[src/rtl/random_picker_pkg.sv]
// ----------------------------------------------------------------------------
// random_picker_pkg
// Shared definitions for the bounded random picker: FSM state encoding and
// the default data width / limit constants also used by the LFSR and the
// seven-segment display decoder.
// ----------------------------------------------------------------------------
package random_picker_pkg;

    // Picker FSM states, 2-bit encoding
    typedef enum logic [1:0] {
        ST_IDLE = 2'd0,
        ST_DRAW = 2'd1,
        ST_HOLD = 2'd2
    } state_e;

    // Default stream width and largest acceptable digit (0..9)
    localparam int unsigned RP_WIDTH     = 4;
    localparam int unsigned RP_LIMIT     = 9;
    localparam int unsigned RP_MAX_TRIES = 8;

    // Width of the rejected-draw counter
    localparam int unsigned RP_CNT_W     = 8;

endpackage : random_picker_pkg

[src/rtl/random_picker_if.sv]
// ----------------------------------------------------------------------------
// random_picker_if
// Bundles the LFSR input, the request/ack handshake and the picked value.
//   random : LFSR stream into the picker (changes every cycle)
//   req    : draw request from the consumer
//   ack    : consumer has taken value
//   value  : accepted random value, stable while valid
//   valid  : value holds an unconsumed draw
//   busy   : picker is drawing or holding a result
// Modports: master = consumer/stimulus side, slave = picker side.
// ----------------------------------------------------------------------------
interface random_picker_if
    import random_picker_pkg::*;
#(
    parameter int unsigned WIDTH = RP_WIDTH
) ();

    logic [WIDTH-1:0] random;
    logic             req;
    logic             ack;
    logic [WIDTH-1:0] value;
    logic             valid;
    logic             busy;

    modport master (
        output random,
        output req,
        output ack,
        input  value,
        input  valid,
        input  busy
    );

    modport slave (
        input  random,
        input  req,
        input  ack,
        output value,
        output valid,
        output busy
    );

endinterface : random_picker_if

[src/rtl/random_picker_draw_filter.sv]
// ----------------------------------------------------------------------------
// draw_filter
// Combinational accept/reject decision for one draw of the random stream.
//   random_i    : candidate value
//   last_i      : previously delivered value
//   no_repeat_i : when high, a candidate equal to last_i is rejected too
//   accept_o    : candidate is usable (unsigned random_i <= LIMIT, and not
//                 a repeat when no_repeat_i is set)
// ----------------------------------------------------------------------------
module draw_filter
    import random_picker_pkg::*;
#(
    parameter int unsigned WIDTH = RP_WIDTH,
    parameter int unsigned LIMIT = RP_LIMIT
) (
    input  logic [WIDTH-1:0] random_i,
    input  logic [WIDTH-1:0] last_i,
    input  logic             no_repeat_i,
    output logic             accept_o
);

    localparam logic [WIDTH-1:0] LIMIT_W = WIDTH'(LIMIT);

    // Range check plus optional repeat rejection
    always_comb begin
        accept_o = 1'b0;
        if (random_i <= LIMIT_W) begin
            accept_o = !(no_repeat_i && (random_i == last_i));
        end else begin
            accept_o = 1'b0;
        end
    end

endmodule : draw_filter

[src/rtl/random_picker.sv]
// ----------------------------------------------------------------------------
// random_picker
// Draws bounded random values from a free-running LFSR stream. A request in
// IDLE starts a DRAW phase that samples the stream every cycle and keeps the
// first value in 0..LIMIT. After MAX_TRIES rejected draws a deterministic
// fallback (last+1, wrapping to 0 after LIMIT) is used instead, so the result
// always arrives within MAX_TRIES+2 cycles of the request edge. The result is
// held with valid=1 until the consumer acks it.
//
// Ports:
//   clk     : sole clock
//   rst     : synchronous, active-high reset
//   pick_if : random_picker_if.slave (random/req/ack in, value/valid/busy out)
//
// Build option: define RANDOM_PICKER_NO_REPEAT_EN to also reject a draw equal
// to the previously delivered value, so consecutive outputs never repeat.
// ----------------------------------------------------------------------------
module random_picker
    import random_picker_pkg::*;
#(
    parameter int unsigned WIDTH     = RP_WIDTH,
    parameter int unsigned LIMIT     = RP_LIMIT,
    parameter int unsigned MAX_TRIES = RP_MAX_TRIES
) (
    input  logic           clk,
    input  logic           rst,
    random_picker_if.slave pick_if
);

    localparam logic [WIDTH-1:0]    LIMIT_W = WIDTH'(LIMIT);
    localparam logic [RP_CNT_W-1:0] MAX_T_W = RP_CNT_W'(MAX_TRIES);

`ifdef RANDOM_PICKER_NO_REPEAT_EN
    localparam logic NO_REPEAT = 1'b1;
`else
    localparam logic NO_REPEAT = 1'b0;
`endif

    state_e              state_q;
    logic [RP_CNT_W-1:0] tries_q;
    logic [WIDTH-1:0]    value_q;
    logic [WIDTH-1:0]    last_q;
    logic                valid_q;
    logic                busy_q;

    logic                accept_d;
    logic [WIDTH-1:0]    fallback_d;

    draw_filter #(
        .WIDTH (WIDTH),
        .LIMIT (LIMIT)
    ) u_draw_filter (
        .random_i    (pick_if.random),
        .last_i      (last_q),
        .no_repeat_i (NO_REPEAT),
        .accept_o    (accept_d)
    );

    // Fallback is always in range and differs from last unless LIMIT is 0
    always_comb begin
        fallback_d = '0;
        if (last_q == LIMIT_W) begin
            fallback_d = '0;
        end else begin
            fallback_d = last_q + WIDTH'(1);
        end
    end

    // Picker FSM with try counter and registered outputs
    always_ff @(posedge clk) begin
        if (rst) begin
            state_q <= ST_IDLE;
            tries_q <= '0;
            value_q <= '0;
            last_q  <= '0;
            valid_q <= 1'b0;
            busy_q  <= 1'b0;
        end else begin
            case (state_q)
                ST_IDLE: begin
                    tries_q <= '0;
                    valid_q <= 1'b0;
                    if (pick_if.req) begin
                        state_q <= ST_DRAW;
                        busy_q  <= 1'b1;
                    end else begin
                        busy_q  <= 1'b0;
                    end
                end
                ST_DRAW: begin
                    // Fallback has priority once the reject budget is spent,
                    // which bounds the latency regardless of the stream.
                    if (tries_q >= MAX_T_W) begin
                        value_q <= fallback_d;
                        last_q  <= fallback_d;
                        valid_q <= 1'b1;
                        state_q <= ST_HOLD;
                    end else if (accept_d) begin
                        value_q <= pick_if.random;
                        last_q  <= pick_if.random;
                        valid_q <= 1'b1;
                        state_q <= ST_HOLD;
                    end else begin
                        tries_q <= tries_q + RP_CNT_W'(1);
                    end
                end
                ST_HOLD: begin
                    // req is ignored here; ack returns to IDLE and value stays
                    if (pick_if.ack) begin
                        state_q <= ST_IDLE;
                        valid_q <= 1'b0;
                        busy_q  <= 1'b0;
                    end else begin
                        valid_q <= 1'b1;
                        busy_q  <= 1'b1;
                    end
                end
                default: begin
                    state_q <= ST_IDLE;
                    valid_q <= 1'b0;
                    busy_q  <= 1'b0;
                end
            endcase
        end
    end

    assign pick_if.value = value_q;
    assign pick_if.valid = valid_q;
    assign pick_if.busy  = busy_q;

endmodule : random_picker

[src/flat_wrapper.sv]
// flat-port wrapper written by rule: the top's interface ports become plain ports
module random_picker_flat import random_picker_pkg::*;
#(
    parameter int unsigned WIDTH     = RP_WIDTH,
    parameter int unsigned LIMIT     = RP_LIMIT,
    parameter int unsigned MAX_TRIES = RP_MAX_TRIES
)
  (clk, rst, pick_if_random, pick_if_req, pick_if_ack, pick_if_value, pick_if_valid, pick_if_busy);
  random_picker_if #(.WIDTH(WIDTH)) pick_if_i ();
  input  logic clk;
  input  logic rst;
  input wire logic [$bits(pick_if_i.random)-1:0] pick_if_random;
  input wire logic [$bits(pick_if_i.req)-1:0] pick_if_req;
  input wire logic [$bits(pick_if_i.ack)-1:0] pick_if_ack;
  output wire logic [$bits(pick_if_i.value)-1:0] pick_if_value;
  output wire logic [$bits(pick_if_i.valid)-1:0] pick_if_valid;
  output wire logic [$bits(pick_if_i.busy)-1:0] pick_if_busy;
  assign pick_if_i.random = pick_if_random;
  assign pick_if_i.req = pick_if_req;
  assign pick_if_i.ack = pick_if_ack;
  assign pick_if_value = pick_if_i.value;
  assign pick_if_valid = pick_if_i.valid;
  assign pick_if_busy = pick_if_i.busy;
  random_picker #(.WIDTH(WIDTH), .LIMIT(LIMIT), .MAX_TRIES(MAX_TRIES)) u_core (.clk(clk), .rst(rst), .pick_if(pick_if_i));
endmodule
[config.mk]
export PLATFORM = sky130hd
export DESIGN_NAME = random_picker_flat
export DESIGN_NICKNAME = d
export VERILOG_FILES = /design/src/rtl/random_picker_pkg.sv /design/src/rtl/random_picker_if.sv /design/src/rtl/random_picker_draw_filter.sv /design/src/rtl/random_picker.sv /design/src/flat_wrapper.sv
export SDC_FILE = /design/constraint.sdc
export NUM_CORES = 1
export LEC_CHECK = 0
export CAP_MARGIN = 20
export CORE_MARGIN = 2
export CORE_UTILIZATION = 40
export DETAILED_ROUTE_END_ITERATION = 12
export HOLD_SLACK_MARGIN = 0.08
export PLACE_DENSITY_LB_ADDON = 0.08
export SETUP_SLACK_MARGIN = 0.1
export SLEW_MARGIN = 30
export SYNTH_ARGS = -nofsm -noshare
export SYNTH_HDL_FRONTEND = slang
export SYNTH_SLANG_ARGS = --single-unit
[constraint.sdc]
create_clock -name clk -period 5.55 [get_ports clk]
set_clock_uncertainty 0.15 [all_clocks]
set_input_delay 1.11 -clock clk [delete_from_list [all_inputs] [get_ports clk]]
set_output_delay 1.11 -clock clk [all_outputs]
set_load 0.005 [all_outputs]
== Yosys cells after proc, flatten, opt, wreduce, memory -nomap -nowiden ==
Cells that the tools add are included.
W data, S select, Z words.

* Bits in registers: 16
* Bits of input ports: 8

* Add/sub/neg operators: 2
* Order comparisons: 2
* Equal/unequal tests: 8
* Muxes and demuxes: 18
* Reductions and logical operators: 6

{| class="wikitable"
|+ Operator list
! operator !! count
|-
| $mux W8 || 2
|-
| $pmux W8 S2 || 1
|-
| $mux W4 || 3
|-
| $add A8 B1 Y8 const B || 1
|-
| $ge A8 B4 Y1 const B || 1
|-
| $mux W2 || 4
|-
| $ne A2 B2 Y1 const B || 4
|-
| $pmux W2 S3 || 1
|-
| $reduce_and A3 Y1 || 2
|-
| $mux W1 || 5
|-
| $add A4 B1 Y4 const B || 1
|-
| $eq A4 B4 Y1 const B || 1
|-
| $le A4 B4 Y1 const B || 1
|-
| $reduce_bool A2 Y1 || 2
|-
| $ne A3 B1 Y1 const B || 1
|-
| $pmux W1 S3 || 1
|-
| $eq A2 B1 Y1 const B || 1
|-
| $eq A2 B2 Y1 const B || 1
|-
| $logic_not A2 Y1 || 1
|-
| $pmux W1 S2 || 1
|-
| $reduce_and A2 Y1 || 1
|}

== Logic depth before layout (Yosys ltp) ==
* Word-level depth: 5
* Depth in mapped cells: 7
* Depth with buffers taken out: 6

== Cells and area by module ==
Synthesis repeated with hierarchy kept, for this count alone.

* Cell total of the unflattened synthesis: 102
* Area total of the unflattened synthesis: 902.1 um2

{| class="wikitable"
|+ Modules (own cells, without submodules)
! module !! instances !! cells each !! area an instance (um2)
|-
| random_picker || 1 || 94 || 845.8
|-
| draw_filter || 1 || 8 || 56.3
|}

== Worst setup path before layout ==
Ideal clock, no wire load.

* Path type: input to register
* Start: input pick_if_random[2]
* End: register u_core.tries_q[4]
* Library setup time: 0.132 ns
* Arrival time: 1.856 ns
* Setup slack: 3.412 ns
* Stages: 4
* Path buffers: 0
* Cells stage by stage: o211a_1 -> a31o_2 -> a41oi_1 -> nor3_1

* Cells in the longest elaborated chain, start to end: 4

{| class="wikitable"
|+ Ends and longest elaborated chain
! element !! RTL line !! source
|-
| start, declared || flat_wrapper.sv:12 || <nowiki>input wire logic [$bits(pick_if_i.random)-1:0] pick_if_random;</nowiki>
|-
| $le A4 B4 Y1 || random_picker_draw_filter.sv:27 || <nowiki>if (random_i <= LIMIT_W) begin</nowiki>
|-
| $mux W1 || random_picker_draw_filter.sv:27 ||
|-
| $ne A2 B2 Y1 (no line) || - ||
|-
| $reduce_and A3 Y1 (no line) || - ||
|-
| end signal, assigned || random_picker.sv:104 || <nowiki>tries_q <= tries_q + RP_CNT_W'(1);</nowiki>
|-
| end, declared || random_picker.sv:40 || <nowiki>logic [RP_CNT_W-1:0] tries_q;</nowiki>
|}

Every way passes these cells.
A chain may end at the register's enable or synchronous reset.

==> flow_summary.json <==
{
  "num_antenna_cells": 0,
  "setup_viol": 0,
  "htreeDepth": 1,
  "cp.depth": 1,
  "clk_pin_slew_ps": 100,
  "rows": 17,
  "tritoncts": "done",
  "slowest_stage": "clkdlybuf4s50_1",
  "critPathLaunchType": "register",
  "seq_area_frac_synth_pct": 36.3,
  "synth_top_family_by_area": "compound AO/OA/AOI/OAI gates",
  "drv_cap": 0,
  "grt_pass1_vias": 730,
  "cp-end-kind": "output pin",
  "critical_path_required_ps": 4290,
  "power_density_mw_per_mm2": 370,
  "grt_pass1_wl_um": 3250,
  "hpwl_um": 1330,
  "syn_inst": 100,
  "synthSimpleGateAreaFrac_pct": 18.7,
  "synth.net_count": 114,
  "drt_first_pass_iters": 2,
  "setup_ws_ps": 2990,
  "root_buffer": "clkbuf_4",
  "gr-total-overflow": 0,
  "synth-xor-area-share_pct": 0.993,
  "coreArea_mm2": 0.00215,
  "synthMuxAreaShare_pct": 2.27,
  "critPathMaxFanout": 7,
  "vdd_drop_max_mv": 0.195,
  "grt_max_degree": 16,
  "cts_resized": 0,
  "synth.distinct_cells": 38,
  "drc": 0,
  "synth-compound-area-share_pct": 27.7,
  "grtUsageTotal_pct": 16.5,
  "nNetsFinal": 129,
  "utilization_pct": 49.9,
  "fin_setup_tns_ps": 0,
  "r2r_cells": 6,
  "ant_nets": 0,
  "viasPerCell": 5.32,
  "syn_area_per_cell_um2": 8.82,
  "leakagePower_nw": 0.401,
  "critPathCapture": "pick_if_value[0]",
  "status": "complete, no violations",
  "total_power_mw": 0.397,
  "wl_per_cell_um": 12.5,
  "port_buffers": 13,
  "ctsHoldBuffers": 0,
  "cts_buffer_depth": 2,
  "clkLatencyLatePin_ps": 290,
  "timing.rr.start": "u_core.state_q[1]$_SDFFE_PP0P_",
  "r2r_end": "u_core.tries_q[2]$_SDFFE_PP0P_",
  "fin_crit_sh_pct": 46.2,
  "critPathKind": "reg2out",
  "numClockSinks": 16,
  "min_path_type": "reg2reg",
  "synth-adder-area-share_pct": 8.51,
  "dp_worst_setup_slack_ps": 2850,
  "worst_path_largest_cell_delay_ps": 550,
  "wirelength_um": 1780,
  "drive_gt1_share_pct": 8.77,
  "ys_seq_elements": 16,
  "yosysWarnings": 0,
  "area_growth_pct": 21.6,
  "worstPathArrival_ps": 1300,
  "crit_buf_inv": 1,
  "fmax_ghz": 0.390,
  "drtIter0Drc": 5,
  "synthesis.area_um2": 882,
  "slew_viol_final": 0,
  "place.gp.congestion": 0.770,
  "worst-slew-pin-transition_ps": 648,
  "antenna_found_initial": 0,
  "rsz0062_at_grt": "false",
  "initial_utilization_pct": 41.1,
  "post_cts_buffers": 0,
  "period_needed_ps": 2560,
  "startpoint": "u_core.last_q[0]$_SDFFE_PP0P_",
  "fp.dieW_um": 51.0,
  "die_h_um": 51.0,
  "cts_buffers": 3,
  "maxSlewHeadroom_pct": 56.5,
  "io-pin-count": 14,
  "path_cells": "clkdlybuf4s50_1",
  "vias": 755,
  "r2r_slack_ps": 3610,
  "die_area_mm2": 0.00260,
  "fillers": 218,
  "final_hold_viol_count": 0,
  "crit_family": "buffers and inverters"
}
-- final cells by class --
cell class / instances / area, um^2 / share of cell area [%]
Inverter: 10 / 37.5 / 3.50
Multi-Input combinational cell: 71 / 513 / 47.8
Sequential cell: 16 / 320 / 29.9
Tap cell: 28 / 35.0 / 3.27
Timing Repair Buffer: 13 / 130 / 12.1
Clock buffer: 4 / 36.3 / 3.38
-- synth_stat cells, drive strengths merged --
master	n	area (um^2)
a2111oi	1	15.0
a211o	1	8.76
a211oi	4	30.0
a21boi	1	7.51
a21o	1	7.51
a21oi	9	45.0
a221oi	2	23.8
a22o	1	8.76
a22oi	1	7.51
a31o	1	8.76
a31oi	1	6.26
a41oi	2	17.5
and2	1	6.26
and3	3	18.8
clkbuf	3	11.3
dfxtp	16	320
ha	6	75.1
inv	10	37.5
mux2i	2	20.0
nand2	3	11.3
nand2b	1	6.26
nand3	3	15.0
nor2	6	30.0
nor2b	2	12.5
nor3	5	25.0
nor3b	1	7.51
nor4	1	12.5
nor4b	1	8.76
o211a	1	10.0
o211ai	1	7.51
o21a	1	7.51
o21ai	5	25.0
o31ai	1	7.51
or4	1	11.3
xnor2	1	8.76
-- per-layer routing --
layer / up-vias / track usage [%] / share of wire [%]
met3: 4 / 6.14 / 4.5
met4: 0 / 5.86 / 1.9
met5: - / 0 / 0
met1: 340 / 22.2 / 52
li1: 397 / - / -
met2: 14 / 24.0 / 41
-- power by group --
part | internal [mW] | total [mW] | switching (mW)
Clock | 0.0399 | 0.0785 | 0.0385
Sequential | 0.134 | 0.149 | 0.0159
Combinational | 0.0763 | 0.169 | 0.0930
-- worst min-delay path by stage --
stage                                 startpoint                           endpoint  slack [ps]  cells after the start
2_1_floorplan  u_core.pick_if.valid$_SDFFE_PP0P_  u_core.pick_if.valid$_SDFFE_PP0P_         300                      2
3_3_place_gp   u_core.pick_if.valid$_SDFFE_PP0P_  u_core.pick_if.valid$_SDFFE_PP0P_         290                      2
3_5_place_dp   u_core.pick_if.valid$_SDFFE_PP0P_  u_core.pick_if.valid$_SDFFE_PP0P_         300                      2
4_1_cts        u_core.pick_if.valid$_SDFFE_PP0P_  u_core.pick_if.valid$_SDFFE_PP0P_         320                      2
5_1_grt        u_core.pick_if.valid$_SDFFE_PP0P_  u_core.pick_if.valid$_SDFFE_PP0P_         350                      2
6_report       u_core.pick_if.valid$_SDFFE_PP0P_  u_core.pick_if.valid$_SDFFE_PP0P_         310                      2
-- kinds of logic (layout without fill, tap and decap cells) --
| kind of cell | after synthesis | count (layout) |
|---|---|---|
| AOI/OAI and AO/OA | 34 | 34 |
| xor gates and xnor gates | 1 | 1 |
| adders and majority gates | 6 | 6 |
| buffers and inverters | 13 | 27 |
| DFF | 16 | 16 |
| muxes | 2 | 2 |
| and+or+nand+nor | 28 | 28 |
-- layout by cell type, fill, tap and decap left out, drive strengths merged --
cell / count
a2111oi: 1
a211o: 1
a211oi: 4
a21boi: 1
a21o: 1
a21oi: 9
a221oi: 2
a22o: 1
a22oi: 1
a31o: 1
a31oi: 1
a41oi: 2
and2: 1
and3: 3
clkbuf: 4
clkdlybuf4s50: 13
dfxtp: 16
ha: 6
inv: 10
mux2i: 2
nand2: 3
nand2b: 1
nand3: 3
nor2: 6
nor2b: 2
nor3: 5
nor3b: 1
nor4: 1
nor4b: 1
o211a: 1
o211ai: 1
o21a: 1
o21ai: 5
o31ai: 1
or4: 1
xnor2: 1
-- tightest hold or removal path, delay by kind of cell (launching register included) --
kind | cells | cell delay, ps
flops | 1 | 320
simple gates | 1 | 50
compound gates | 1 | 50
-- through the flow --
step / hold slack (ps) / cell area (um^2) / instances
2_1_floorplan: 298 / 882 / 100
3_3_place_gp: 294 / 1040 / 138
3_5_place_dp: 302 / 1040 / 138
4_1_cts: 317 / 1070 / 142
5_1_grt: 347 / 1070 / 142
6_report: 314 / 1070 / 142
-- sequential cells by signal, indices dropped and copies added (netlist names) --
register	cells
u_core.tries_q	8
u_core.last_q	4
u_core.state_q	2
u_core.pick_if.busy	1
u_core.pick_if.valid	1
No activity file was read; power rests on OpenSTA's default activity.
